<file path="config.mk">
export PLATFORM = sky130hd
export DESIGN_NAME = cmd_uart_wrapper
export DESIGN_NICKNAME = d
export VERILOG_FILES = /design/src/rtl/cmd_link_pkg.sv /design/src/rtl/uart_rx_byte.sv /design/src/rtl/cmd_uart_wrapper.sv
export SDC_FILE = /design/constraint.sdc
export NUM_CORES = 1
export LEC_CHECK = 0
export ABC_AREA = 1
export BUFFER_PORTS_ARGS = -buffer_cell sky130_fd_sc_hd__buf_2
export CORE_UTILIZATION = 60
export DETAILED_ROUTE_END_ITERATION = 8
export PLACE_DENSITY = 0.76
export SYNTH_ARGS = -nofsm -noshare
export SYNTH_HDL_FRONTEND = slang
export SYNTH_SLANG_ARGS = --single-unit
</file>
<file path="constraint.sdc">
create_clock -name clk -period 2.3 [get_ports clk]
set_input_delay 0.23 -clock clk [delete_from_list [all_inputs] [get_ports clk]]
set_output_delay 0.23 -clock clk [all_outputs]
set_load 0.03 [all_outputs]
</file>
<file path="src/rtl/cmd_link_pkg.sv">
// Shared types and constants for the host command link (frame FSM, UART engines, opcodes).
package cmd_link_pkg;

  typedef enum logic [1:0] {WAIT_CMD, WAIT_HI, WAIT_LO} frame_state_t;
  typedef enum logic [1:0] {RX_IDLE, RX_START, RX_DATA, RX_STOP} uart_state_t;
  typedef enum logic {TX_IDLE, TX_TXING} tx_state_t;

  localparam int DEF_BAUD_DIV     = 2604;
  localparam int DEF_TIMEOUT_CLKS = 1000000;

  localparam logic [7:0] RESP_ACK  = 8'hA5;

  localparam logic [7:0] CMD_PTCH  = 8'h02;
  localparam logic [7:0] CMD_ROLL  = 8'h03;
  localparam logic [7:0] CMD_YAW   = 8'h04;
  localparam logic [7:0] CMD_THRST = 8'h05;
  localparam logic [7:0] CMD_CAL   = 8'h06;
  localparam logic [7:0] CMD_MTRS  = 8'h07;
  localparam logic [7:0] CMD_MOFF  = 8'h08;

endpackage

</file>
<file path="src/rtl/uart_rx_byte.sv">
// 8N1 UART receiver: 2-flop synchroniser, start-bit glitch rejection, mid-bit sampling.
module uart_rx_byte
  import cmd_link_pkg::*;
#(
  parameter int BAUD_DIV = DEF_BAUD_DIV
) (
  input  logic       clk,
  input  logic       rst,
  input  logic       rx,
  output logic [7:0] rx_byte,
  output logic       rx_rdy
);

  localparam int CNT_W = $clog2(BAUD_DIV);
  localparam logic [CNT_W-1:0] BIT_LAST  = CNT_W'(BAUD_DIV - 1);
  localparam logic [CNT_W-1:0] HALF_LAST = CNT_W'(BAUD_DIV / 2 - 1);

  // sync[1] is the hardened line value, sync[2] its previous value for edge detection
  logic [2:0]       sync;
  logic             rx_s;
  logic             rx_prev;
  uart_state_t      state, next_state;
  logic [CNT_W-1:0] cnt, next_cnt;
  logic [2:0]       bit_idx, next_bit_idx;
  logic [7:0]       shreg, next_shreg;

  assign rx_s    = sync[1];
  assign rx_prev = sync[2];
  assign rx_byte = shreg;

  always_ff @(posedge clk) begin
    if (rst) begin
      sync    <= 3'b111;
      state   <= RX_IDLE;
      cnt     <= '0;
      bit_idx <= '0;
      shreg   <= '0;
    end else begin
      sync    <= {sync[1:0], rx};
      state   <= next_state;
      cnt     <= next_cnt;
      bit_idx <= next_bit_idx;
      shreg   <= next_shreg;
    end
  end

  always_comb begin
    next_state   = state;
    next_cnt     = cnt;
    next_bit_idx = bit_idx;
    next_shreg   = shreg;
    rx_rdy       = 1'b0;
    case (state)
      RX_IDLE: begin
        if (rx_prev && !rx_s) begin
          next_state = RX_START;
          next_cnt   = '0;
        end
      end
      RX_START: begin
        // a line that is high again at mid start bit was only a glitch
        if (cnt == HALF_LAST) begin
          next_cnt     = '0;
          next_bit_idx = '0;
          next_state   = rx_s ? RX_IDLE : RX_DATA;
        end else begin
          next_cnt = cnt + 1'b1;
        end
      end
      RX_DATA: begin
        if (cnt == BIT_LAST) begin
          next_cnt   = '0;
          next_shreg = {rx_s, shreg[7:1]};
          if (bit_idx == 3'd7) begin
            next_state = RX_STOP;
          end else begin
            next_bit_idx = bit_idx + 1'b1;
          end
        end else begin
          next_cnt = cnt + 1'b1;
        end
      end
      RX_STOP: begin
        if (cnt == BIT_LAST) begin
          rx_rdy     = 1'b1;
          next_cnt   = '0;
          next_state = RX_IDLE;
        end else begin
          next_cnt = cnt + 1'b1;
        end
      end
      default: next_state = RX_IDLE;
    endcase
  end

endmodule

</file>
<file path="src/rtl/cmd_uart_wrapper.sv">
// Copter-side command link: 3-byte frame assembly over UART RX plus a one-byte response TX.
// Optional BYTE_TIMEOUT_EN drops a partial frame when the host stalls between bytes.
module cmd_uart_wrapper
  import cmd_link_pkg::*;
#(
  parameter int BAUD_DIV     = DEF_BAUD_DIV,
  parameter int TIMEOUT_CLKS = DEF_TIMEOUT_CLKS
) (
  input  logic        clk,
  input  logic        rst,
  input  logic        RX,
  output logic        TX,
  output logic [7:0]  cmd,
  output logic [15:0] data,
  output logic        cmd_rdy,
  input  logic        clr_cmd_rdy,
  input  logic [7:0]  resp,
  input  logic        send_resp,
  output logic        tx_busy,
  output logic        resp_sent
);

  localparam int CNT_W = $clog2(BAUD_DIV);
  localparam logic [CNT_W-1:0] BIT_LAST = CNT_W'(BAUD_DIV - 1);

  logic [7:0] rx_byte;
  logic       rx_rdy;

  uart_rx_byte #(.BAUD_DIV(BAUD_DIV)) u_rx (
    .clk     (clk),
    .rst     (rst),
    .rx      (RX),
    .rx_byte (rx_byte),
    .rx_rdy  (rx_rdy)
  );

  frame_state_t fstate, next_fstate;
  logic [7:0]   cmd_buf, next_cmd_buf;
  logic [7:0]   hi_buf, next_hi_buf;
  logic [7:0]   next_cmd;
  logic [15:0]  next_data;
  logic         next_cmd_rdy;
`ifdef BYTE_TIMEOUT_EN
  localparam int TO_W = $clog2(TIMEOUT_CLKS + 1);
  logic [TO_W-1:0] to_cnt, next_to_cnt;
`endif

  always_ff @(posedge clk) begin
    if (rst) begin
      fstate  <= WAIT_CMD;
      cmd_buf <= '0;
      hi_buf  <= '0;
      cmd     <= '0;
      data    <= '0;
      cmd_rdy <= 1'b0;
`ifdef BYTE_TIMEOUT_EN
      to_cnt  <= '0;
`endif
    end else begin
      fstate  <= next_fstate;
      cmd_buf <= next_cmd_buf;
      hi_buf  <= next_hi_buf;
      cmd     <= next_cmd;
      data    <= next_data;
      cmd_rdy <= next_cmd_rdy;
`ifdef BYTE_TIMEOUT_EN
      to_cnt  <= next_to_cnt;
`endif
    end
  end

  // clear is evaluated first so a same-cycle frame completion overrides it
  always_comb begin
    next_fstate  = fstate;
    next_cmd_buf = cmd_buf;
    next_hi_buf  = hi_buf;
    next_cmd     = cmd;
    next_data    = data;
    next_cmd_rdy = cmd_rdy;
    if (clr_cmd_rdy) next_cmd_rdy = 1'b0;
    case (fstate)
      WAIT_CMD: begin
        if (rx_rdy) begin
          next_cmd_buf = rx_byte;
          next_cmd_rdy = 1'b0;
          next_fstate  = WAIT_HI;
        end
      end
      WAIT_HI: begin
        if (rx_rdy) begin
          next_hi_buf = rx_byte;
          next_fstate = WAIT_LO;
        end
      end
      WAIT_LO: begin
        if (rx_rdy) begin
          next_cmd     = cmd_buf;
          next_data    = {hi_buf, rx_byte};
          next_cmd_rdy = 1'b1;
          next_fstate  = WAIT_CMD;
        end
      end
      default: next_fstate = WAIT_CMD;
    endcase
`ifdef BYTE_TIMEOUT_EN
    next_to_cnt = '0;
    if ((fstate != WAIT_CMD) && !rx_rdy) begin
      if (to_cnt == TO_W'(TIMEOUT_CLKS - 1)) begin
        next_fstate  = WAIT_CMD;
        next_cmd_buf = '0;
        next_hi_buf  = '0;
      end else begin
        next_to_cnt = to_cnt + 1'b1;
      end
    end
`endif
  end

  tx_state_t        tx_state, next_tx_state;
  logic [CNT_W-1:0] tx_cnt, next_tx_cnt;
  logic [3:0]       tx_bit, next_tx_bit;
  logic [8:0]       tx_shift, next_tx_shift;
  logic             tx_line, next_tx_line;
  logic             next_resp_sent;

  assign TX      = tx_line;
  assign tx_busy = (tx_state == TX_TXING);

  always_ff @(posedge clk) begin
    if (rst) begin
      tx_state  <= TX_IDLE;
      tx_cnt    <= '0;
      tx_bit    <= '0;
      tx_shift  <= '0;
      tx_line   <= 1'b1;
      resp_sent <= 1'b0;
    end else begin
      tx_state  <= next_tx_state;
      tx_cnt    <= next_tx_cnt;
      tx_bit    <= next_tx_bit;
      tx_shift  <= next_tx_shift;
      tx_line   <= next_tx_line;
      resp_sent <= next_resp_sent;
    end
  end

  // start bit goes straight onto the line; tx_shift holds data bits then the stop bit
  always_comb begin
    next_tx_state  = tx_state;
    next_tx_cnt    = tx_cnt;
    next_tx_bit    = tx_bit;
    next_tx_shift  = tx_shift;
    next_tx_line   = tx_line;
    next_resp_sent = 1'b0;
    case (tx_state)
      TX_IDLE: begin
        if (send_resp) begin
          next_tx_state = TX_TXING;
          next_tx_line  = 1'b0;
          next_tx_shift = {1'b1, resp};
          next_tx_cnt   = '0;
          next_tx_bit   = '0;
        end
      end
      TX_TXING: begin
        if (tx_cnt == BIT_LAST) begin
          next_tx_cnt = '0;
          if (tx_bit == 4'd9) begin
            next_tx_state  = TX_IDLE;
            next_tx_line   = 1'b1;
            next_resp_sent = 1'b1;
          end else begin
            next_tx_line  = tx_shift[0];
            next_tx_shift = {1'b1, tx_shift[8:1]};
            next_tx_bit   = tx_bit + 1'b1;
          end
        end else begin
          next_tx_cnt = tx_cnt + 1'b1;
        end
      end
      default: next_tx_state = TX_IDLE;
    endcase
  end

endmodule
</file>
After elaboration in Yosys (flattened, before gate mapping). Cells that the tools add are included. W data, S select, Z words.

Flip-flop bits (word level): 99. Bits in latches: 0. RAM bits: 0. ROM bits: 0. Input port bits: 13. Output and inout bits: 28. Logic and storage cells: 106. Memories: 0.

$add $sub $neg: 4. Multipliers: 0. Div/mod/pow operators: 0. $lt $le $gt $ge: 0. Equal/unequal tests: 22. Shift operators: 0. Muxes and demuxes: 45. Bitwise operators: 2. Reduce and logical (&&, ||, !) cells: 16.

Operators with widths (count): $mux W12 (5); $pmux W12 S3 (1); $mux W9 (3); $add A12 B1 Y12 const B (2); $eq A12 B12 Y1 const B (2); $pmux W12 S2 (1); $mux W2 (9); $pmux W9 S2 (1); $eq A12 B11 Y1 const B (1); $mux W1 (12); $mux W4 (3); $ne A2 B1 Y1 const B (6); $ne A2 B2 Y1 const B (6); $reduce_and A2 Y1 (5); $mux W3 (3); $pmux W2 S4 (1); $pmux W4 S2 (1); $eq A2 B2 Y1 const B (3); $pmux W1 S2 (3); $pmux W2 S3 (1); $pmux W3 S2 (1); $reduce_and A3 Y1 (2); $reduce_and A5 Y1 (1); $add A4 B1 Y4 const B (1); other kinds (12) (15).

Longest topological paths before layout. Gate-level depths: netlist (run 1).

Depth in word-level cells: 5. Mapped depth: 12. Mapped depth without buffers: 12.

Cells and area by module. From an unflattened synthesis (run 1), not the netlist that was laid out.

Cells, all modules: 667. Area total of the unflattened synthesis: 4705.8 um^2.

Modules (own cells, without submodules): cmd_uart_wrapper (times used 1, cells each 426, area each 3088.0 um^2, sequential area each 1421.4 um^2); uart_rx_byte (times used 1, cells each 241, area each 1617.8 um^2, sequential area each 560.5 um^2).

Worst setup path after synthesis (run 1). No wires, ideal clock.

Path type: reg-to-reg. From: register u_rx.cnt[0]. To: register u_rx.shreg[5], in the netlist u_rx.rx_byte[5]. Setup time: 0.119 ns. Data arrival time: 1.383 ns. Required time: 2.181 ns. Slack: 0.798 ns. Cell stages (with the launch flop): 8. Path buffers: 1. Period minus slack after synthesis: 1.502 ns. Path through: dfxtp_1 -> ha_1 -> nand2_1 -> nor2_1 -> nand4_1 -> buf_2 -> o21ai_0 -> a21oi_1.

Cells in the longest elaborated chain, start to end: 2.

Ends and longest elaborated chain: from (decl) (line uart_rx_byte.sv:23) `logic [CNT_W-1:0] cnt, next_cnt;`; from (signal assigned) (line uart_rx_byte.sv:41) `cnt <= next_cnt;`; $eq A12 B12 Y1 (line uart_rx_byte.sv:71) `if (cnt == BIT_LAST) begin`; $reduce_and A2 Y1 (no source line); to (signal assigned) (line uart_rx_byte.sv:43) `shreg <= next_shreg;`; to (decl) (line uart_rx_byte.sv:25) `logic [7:0] shreg, next_shreg;`.

No other way between the ends. A chain may end at the register's enable or synchronous reset.

Final worst setup path (run 1).
From: register u_rx.cnt[0]. To: register u_rx.shreg[2], in the netlist u_rx.rx_byte[2].

Same word-level chain as after synthesis.

==> results by group, run 1 <==
Yosys
  – Main flop type after synthesis: dfxtp_1
  – Most frequent cell after synthesis: nand2_1
  – Netlist Area Pre-Place: approximately 4600 µm²
  – Async S/R FF share, synth: 0%
  – Commonest cells post-synth: 155 x nand2_1, 99 x dfxtp_1, 76 x a21oi_1, 74 x nand3_1, 66 x nor2_1
  – YS warnings: 0
  – Syn nets: about 660
  – Sequential share of the synthesized area: a little over two fifths
  – Post-synth EDFFs: 0
  – Post-synth top area share: a little over two fifths
  – Synthesized area per cell: ~7.1 µm²
  – Synth cell types: 34
  – Yosys reg bits: 99
  – Area contributors post-synth: dfxtp_1 43%, nand2_1 13%, a21oi_1 8.3%
  – Largest area contributor in the netlist: dfxtp_1
  – Post-Syn Instances: approximately 640

Run
  – MaxCap Viol Count: 0

Routing
  – Antenna-violating nets left: 0
  – First drt pass iteration count: 4
  – Drt total wl: about 9400 µm
  – Vias: 4172
  – Vias per inst: about 5.4
  – DRC violations left: 0
  – Routed WL per cell: 12.1 µm
  – DR iter-0 viols: between 200 and 250

CTS
  – Clk Latency, worst-skew pair: approximately 370 ps
  – Clk pin slew, worst setup/hold paths: approximately 100 ps
  – Postcts setup bufs: 0
  – CTS Buf Count: 9
  – CTS max path bufs: 2
  – Hold buffers post-CTS: 0
  – H-tree levels: 3
  – CTS Sinks: 99
  – CTS root buf: clkbuf_8
  – Post-CTS resize count: 0
  – CTS tree: done

Floorplan
  – Die area: approximately 8000 µm²
  – Die X: 89.3 µm
  – Core region area: ~7300 µm²
  – IO Pins: between 40 and 50
  – Initial Util: between 60 and 70%
  – # rows: 31
  – Die Ht: between 80 and 90 µm

Setup path
  – Setup slack, reg-to-reg: between 300 and 400 ps
  – CP Capture Type: flop
  – Largest fanout on the critical path: 16
  – Reg2reg path depth: 6
  – Capturing point of the worst reg2reg path: u_rx.rx_byte[2]
  – Worst setup path category: flop to flop
  – Worst EP required: approximately 2500 ps
  – Worst Setup Start Kind: flop
  – WP data arrival: about 2200 ps
  – Worst r2r src: u_rx.cnt[0]

Global routing
  – Global-route wire length before repair: approximately 16000 µm
  – Overflow after GRT: 0
  – Antenna violations before repair: 0
  – GR Util All Layers: around 25%
  – Largest net degree at the start of global routing: slightly above 70
  – Number of global-route vias before repair: between 3000 and 4000

Power
  – P per Cell Area: about 630 nW/µm²
  – LEAKAGE: between 1.5 and 2 nW
  – Worst VDD drop: between 0.4 and 0.5 mV
  – Total power: between 0.003 and 0.004 W

Timing
  – Final Skew: 15.6 ps
  – # setup viols final: 0
  – Total Neg Setup Slack: 0 ps
  – RSZ-0062 raised after global routing: no
  – Slew Viols, Final: 0
  – Max_slew headroom: roughly half
  – Final Cycle Share: between 80% and 90%
  – Final Hold Fails: 0
  – Worst hold slack: 34.7 ps
  – Tmin final: just under 2000 ps
  – Fmax: approximately 500 MHz
  – Worst-Margin Slew: ~750 ps

Hold path
  – HP Class: primary input to flop
  – Hold_sp: RX
  – Hold-critical path endpoint: u_rx.sync[0]
  – WHS Path Cells: 2

Place
  – Gpl congestion: roughly 0.86
  – Post-DP HPWL: between 6000 and 7000 µm
  – PortBufs: 40

Finish
  – Fin nets: approximately 700
  – Share of cells above drive strength 1: 13.0%
  – Area growth syn-to-layout: 8.66%
  – Antenna diodes: 0
  – Fill count: 714

Status
  – Status: finished clean
## state kept, by name, indices dropped and copies added, names as in the netlist, 2 cells and up, named ones only
| name | cells |
|---|---|
| cmd | 8 |
| u_rx.rx_byte | 8 |
| u_rx.bit_idx | 3 |
| u_rx.sync | 3 |
| u_rx.cnt | 12 |
| cmd_buf | 8 |
| fstate | 2 |
| tx_shift | 9 |
| tx_cnt | 12 |
| tx_bit | 4 |
| hi_buf | 8 |
| data | 16 |
## cell usage in the layout (no fill, tap or decap), drive strengths merged, types with 4 or more instances in the layout
cell type  netlist  routed
o21ai           32      32
buf             16      47
ha               7       7
dfxtp           99      99
nand2          161     161
clkbuf          11       9
a21oi           76      76
inv             63      66
nor2            73      73
xor2             4       4
nand3           77      77
nand4            7       7
## power breakdown
group	total [W]	internal, W	switching, W	leakage [nW]
Clock	0.00109	0.000423	0.000668	0.0926
Combinational	0.000255	0.0000799	0.000175	1.09
Sequential	0.00178	0.00175	0.0000300	0.801
Total	0.00313	0.00225	0.000873	1.98
## worst max path at each step
| stage | startpoint | to | slack, ps |
|---|---|---|---|
| after CTS | u_rx.cnt[0] | u_rx.rx_byte[2] | 350 |
| after floorplan | u_rx.cnt[0] | u_rx.rx_byte[5] | 800 |
| after detailed placement | u_rx.cnt[0] | u_rx.rx_byte[2] | 380 |
| after global placement | u_rx.cnt[0] | u_rx.rx_byte[0] | 540 |
| final | u_rx.cnt[0] | u_rx.rx_byte[2] | 360 |
| after global routing | u_rx.cnt[0] | u_rx.rx_byte[2] | 140 |
## worst max-delay path: stages, from the launching register on
cell     delay (ps)
dfxtp_1         420
ha_1            300
nand2_1          80
nor2_1          150
nand4_1         440
o21ai_0         360
a21oi_1          70
## area by class of cell
class | instances | area [µm²] | area share (%)
repair buffers | 47 | 253 | 5.09
inverters | 63 | 244 | 4.92
multi-input cells | 454 | 2170 | 43.6
clock inverters | 7 | 71.3 | 1.44
well taps | 99 | 124 | 2.50
flip-flops and latches | 99 | 1980 | 39.9
clock buffers | 9 | 124 | 2.50
## per-stage QoR
step	utilization, %	instance area (µm²)	setup WS [ps]	instances
floorplan	-	4570	798	643
global placement	65.4	4770	540	762
detailed placement	65.4	4770	375	762
CTS	68.1	4960	351	778
global route	68.1	4960	136	778
finish	68.1	4960	359	778
## metal layers
layer | vias to the layer above | share of wire [%] | track usage, %
met5 | - | 0 | 0
met4 | 0 | 1.2 | 7.79
li1 | 2150 | - | -
met2 | 79 | 47 | 42.2
met3 | 10 | 4.0 | 5.08
met1 | 1933 | 48 | 33.6
## cell families after synthesis
family,Yosys count,share of synthesized area [%]
buf+inv,90,9.20
xor+xnor,5,0.959
flops,99,43.4
fa+ha+maj,7,1.92
compound gates,114,12.8
simple gates,328,31.7
(Power assumes the default switching activity.)
==> run 2: changes to the inputs <==
Settings changed: CORE_UTILIZATION 60 to 53, PLACE_DENSITY 0.76 to 0.71.
Clock period 2.3 ns to 1.7 ns, I/O delays scaled along.
==> run 2 against run 1 <==
Effect of this change: combinational power rose by 56%; hold slack got worse by 21 ps; design area rose by 3.3%; cell count rose by 2.7%; global-route usage fell by 3.3 points; highest routed layer unchanged; sequential power rose by 35%; maximum frequency rose by 22%; register-to-register slack got worse by 250 ps; largest cell class unchanged.
==> results by group, run 2 (synthesized netlist as in run 1, its figures left out) <==
Power
  – Total power: around 0.0043 W
  – Worst VDD drop: approximately 0.44 mV
  – P per Cell Area: roughly 840 nW/µm²
  – LEAKAGE: ~2.1 nW

Global routing
  – Number of global-route vias before repair: 3674
  – Met1 usage: between 20% and 30%
  – Global-route wire length before repair: ~16000 µm
  – Global routing usage on met2: roughly two fifths
  – Layer with the highest usage: met2
  – M3 GR Usage: 3.30%
  – GR Util All Layers: ~22%
  – Antenna violations before repair: 0
  – Largest net degree at the start of global routing: approximately 50
  – Overflow after GRT: 0

Setup path
  – Capturing point of the worst reg2reg path: tx_bit[1]
  – Largest fanout on the critical path: 6
  – Worst Setup Start Kind: flop
  – CP Capture Type: flop
  – Reg2reg path depth: 8
  – Worst r2r src: tx_cnt[0]
  – Worst EP required: about 2000 ps
  – WP data arrival: 1880 ps
  – Setup slack, reg-to-reg: about 110 ps
  – Worst setup path category: flop to flop

Floorplan
  – # rows: 33
  – Die area: approximately 9000 µm²
  – Core region area: ~8300 µm²
  – IO Pins: roughly 40
  – Die Ht: 94.8 µm
  – Die X: 94.8 µm
  – Initial Util: between 50% and 60%

Hold path
  – Hold_sp: RX
  – HP Class: primary input to flop
  – WHS Path Cells: 2
  – Hold-critical path endpoint: u_rx.sync[0]

Routing
  – Vias: between 4000 and 5000
  – Antenna-violating nets left: 0
  – DRC violations left: 0
  – Drt total wl: 9640 µm
  – Vias per inst: just over 5
  – Routed WL per cell: 12.1 µm
  – First drt pass iteration count: 4
  – DR iter-0 viols: 138

CTS
  – CTS root buf: clkbuf_8
  – CTS tree: done
  – Hold buffers post-CTS: 0
  – Clk pin slew, worst setup/hold paths: about 110 ps
  – Clk Latency, worst-skew pair: approximately 360 ps
  – CTS Sinks: 99
  – CTS max path bufs: 2
  – H-tree levels: 3
  – CTS Buf Count: 9

Timing
  – Tmin final: 1590 ps
  – Max_slew headroom: just under 70%
  – # setup viols final: 0
  – Final Hold Fails: 0
  – Fmax: 630 MHz
  – Final Skew: around 14 ps
  – Worst-Margin Slew: about 480 ps
  – Final Cycle Share: between 90% and 100%
  – Slew Viols, Final: 0

Run
  – MaxCap Viol Count: 0

Finish
  – Final non-filler cell total: about 800
  – Commonest non-fill, non-tap cell in the layout: nand2_1
  – Most flops, register: data
  – Share of cells above drive strength 1: between 15 and 20%
  – Antenna diodes: 0
  – Area growth syn-to-layout: 12.3%
  – Max reg flops: 16
  – Biggest regs: data (16), tx_cnt (12), u_rx.cnt (12)
  – Fin nets: about 710
  – Most frequent cells in the layout: 154 x nand2_1, 95 x dfxtp_1, 76 x a21oi_1

Place
  – Gpl congestion: about 0.85
  – PortBufs: 40
  – Post-DP HPWL: around 6900 µm
  – Inst Count DP: approximately 780

Status
  – Status: finished clean
==> run 2: critical path, stage by stage, from the launching register on <==
cell      delay (ps)
dfxtp_1          380
ha_1             190
nand3_1          110
nor2_1           160
nand2_1          100
buf_4            180
nor2_1           150
nand3b_1         100
a21oi_1          150
==> run 2: stage by stage <==
step	utilization (%)	hold WS [ps]	setup slack [ps]	area, µm²	setup TNS [ps]
final	61.8	13.9	113	5130	0
after global routing	61.8	0.402	-16.3	5130	-25.8
after CTS	61.3	11.8	40.2	5080	0
after detailed placement	58.8	383	12.7	4880	0
after global placement	58.8	383	125	4880	0
after floorplan	-	274	198	4570	0
==> run 2: area by class of cell <==
type,instances,area [µm²]
timing repair buffer,62,365
fill,769,3170
clock inverter,7,76.3
clock buffer,9,124
sequential,99,1990
tap,105,131
inverter,63,249
multi-input combinational,454,2200
==> run 2: how the worst max path moves through the flow <==
stage	start	to	slack, ps	cells past startpoint
detailed placement	u_rx.cnt[1]	u_rx.cnt[4]	10	10
global placement	u_rx.cnt[1]	u_rx.cnt[4]	120	10
CTS	u_rx.cnt[1]	u_rx.cnt[4]	40	10
global route	tx_cnt[0]	tx_shift[5]	-20	8
floorplan	u_rx.cnt[0]	u_rx.rx_byte[5]	200	7
finish	tx_cnt[0]	tx_bit[1]	110	8
==> run 2: per-layer routing <==
metal / share of wire (%) / routed length (µm)
met1: 48 / 4670
met2: 47 / 4550
met3: 3.3 / 318
met4: 1.0 / 97
met5: 0 / 0
==> run 2: power by group <==
part / total (W) / switching, W / internal (W)
Sequential: 0.00240 / 0.0000350 / 0.00237
Clock: 0.00152 / 0.000926 / 0.000590
Combinational: 0.000399 / 0.000259 / 0.000140
Total: 0.00432 / 0.00122 / 0.00310
==> run 2: repair_timing <==
item / 4_1_cts / 5_1_grt
pin swaps: 0 / 0
gates resized for setup: 1 / 10
cloned: 0 / 0
buffers inserted: 0 / 1
endpoints found under the setup margin: 1 / 42
==> run 3: changes to the inputs <==
Settings changed: CORE_ASPECT_RATIO set to 0.8, RECOVER_POWER set to 25.
==> run 3 against run 2 <==
Effect of this change: sequential power barely moved; worst setup slack improved by 1.1 ps; critical endpoint is now u_rx.bit_idx[1]; clock skew rose by 1.7 ps; largest power group unchanged.
==> results by group, run 3 (synthesized netlist as in run 1, its figures left out) <==
Floorplan
  – Die Ht: ~85 µm
  – # rows: 29
  – Core region area: 8130 µm²
  – IO Pins: between 40 and 50
  – Initial Util: ~56%
  – Die X: 106 µm
  – Die area: approximately 9000 µm²

Routing
  – Routed WL per cell: 12.2 µm
  – Drt total wl: just under 10000 µm
  – First drt pass iteration count: 4
  – Vias: 4164
  – Vias per inst: approximately 5.2
  – Antenna-violating nets left: 0
  – DRC violations left: 0
  – DR iter-0 viols: 128

Hold path
  – HP Class: primary input to flop

Global routing
  – GR Util All Layers: approximately 22%
  – Antenna violations before repair: 0
  – Overflow after GRT: 0
  – Global routing usage on met2: between 30 and 40%
  – Number of global-route vias before repair: 3790
  – Global-route wire length before repair: approximately 17000 µm
  – M3 GR Usage: under 10%
  – Layer with the highest usage: met2
  – Largest net degree at the start of global routing: between 70 and 80
  – Met1 usage: 29.1%

CTS
  – CTS tree: done
  – Clk Latency, worst-skew pair: around 370 ps
  – CTS Buf Count: 9
  – Clk pin slew, worst setup/hold paths: around 100 ps
  – CTS max path bufs: 2
  – Postcts setup bufs: 0
  – H-tree levels: 3
  – CTS root buf: clkbuf_8
  – CTS Sinks: 99

Finish
  – Final non-filler cell total: approximately 800
  – Share of cells above drive strength 1: a little under an eighth
  – Antenna diodes: 0
  – Commonest non-fill, non-tap cell in the layout: nand2_1
  – Final core utilization: 62.9%
  – Area growth syn-to-layout: 11.9%
  – Most flops, register: data
  – Footprint of the multi-input gates: 2200 µm²
  – Most frequent cells in the layout: 153 x nand2_1, 97 x dfxtp_1, 76 x a21oi_1
  – Max reg flops: 16
  – Post-route cell area: ~5100 µm²
  – Biggest regs: data (16), tx_cnt (12), u_rx.cnt (12)
  – Fin nets: around 700
  – Storage element area: between 1500 and 2000 µm²
  – Fill count: 788

Run
  – MaxCap Viol Count: 0

Timing
  – RSZ-0062 raised after global routing: yes
  – Max_slew headroom: about 73%
  – Final Skew: 16.0 ps
  – Fmax: 631 MHz
  – Worst-Margin Slew: ~400 ps
  – # setup viols final: 0
  – Final Hold Fails: 0
  – Tmin final: between 1500 and 2000 ps
  – PnR worst setup slack: 115 ps
  – Final Cycle Share: just over 90%
  – Slew Viols, Final: 0

Setup path
  – CP cell instances: buf_4 > ha_1 > nand2_1 > nor2_1 > nand3_1 > nand2_1 > nand2_1 > inv_2 > nand2_1 > nand2_1 > nand2_1 > nor2_1
  – Max incr delay on CP: between 300 and 400 ps
  – WP data arrival: between 1500 and 2000 ps
  – CP Capture Type: flop
  – Largest fanout on the critical path: 5
  – Worst EP required: approximately 2000 ps
  – Buffers & Inverters on Critical Path: 2
  – CP max-delay cell: dfxtp_2
  – Worst path most repeated cell: nand2_1
  – Worst setup path category: flop to flop
  – Family with the most delay on the worst path: simple AND/OR/NAND/NOR gates
  – Setup slack, reg-to-reg: 110 ps
  – Worst Setup Start Kind: flop

Place
  – Pre-CTS WS: -6.47 ps
  – Placed Area: a little under 5000 µm²
  – Post-DP HPWL: between 6000 and 7000 µm
  – Gpl congestion: 0.835
  – PortBufs: 40
  – Inst Count DP: between 700 and 800

Power
  – Worst VDD drop: 0.539 mV
  – LEAKAGE: a little under 2 nW
  – P per Cell Area: 858 nW/µm²
  – Total power: between 0.004 and 0.005 W

Status
  – Status: finished clean
==> run 3: final cells by class <==
cell class | instances | share of cell area, %
timing repair buffer | 58 | 6.46
sequential | 99 | 38.8
multi-input combinational | 454 | 43.0
tap | 108 | 2.64
clock buffer | 9 | 2.42
inverter | 63 | 4.77
clock inverter | 7 | 1.84
==> run 3: where the power goes <==
part	leakage [nW]	internal (W)	switching [W]
clock network	0.107	0.000721	0.000870
registers	0.802	0.00237	0.0000394
logic	1.04	0.000127	0.000257
total	1.95	0.00322	0.00117
==> run 3: path summary, 6_finish.rpt <==
kind                      from              end  cells after the start
setup / recovery   u_rx.cnt[0]  u_rx.bit_idx[1]                     12
setup reg to reg   u_rx.cnt[0]  u_rx.bit_idx[1]                     12
hold / removal     clr_cmd_rdy          cmd_rdy                      4
hold reg to reg   u_rx.sync[0]     u_rx.sync[1]                      1
==> run 3: tightest hold or removal path, cell delays in order <==
cell and delay, ps:
buf_2 70, o21ai_0 70, inv_1 50, nor2_1 40
==> run 3: per-layer routing <==
| metal | up-vias | share of wire, % | routed length (µm) |
|---|---|---|---|
| met3 | 7 | 4.8 | 465 |
| met4 | 0 | 0.70 | 68 |
| met5 | - | 0 | 0 |
| li1 | 2166 | - | - |
| met1 | 1896 | 48 | 4710 |
| met2 | 95 | 46 | 4510 |
==> run 3: timing repair <==
item / 4_1_cts / 5_1_grt
setup endpoints to repair: 1 / 35
resized for setup: 1 / 9
hold buffers: 1 / 0
endpoints found under the hold margin: 1 / 0
==> run 3: stage by stage <==
step                hold slack [ps]  setup TNS [ps]
floorplan                       274               0
global placement                356               0
CTS                            65.0               0
finish                         76.7               0
detailed placement              359           -6.47
global route                   97.7           -32.8
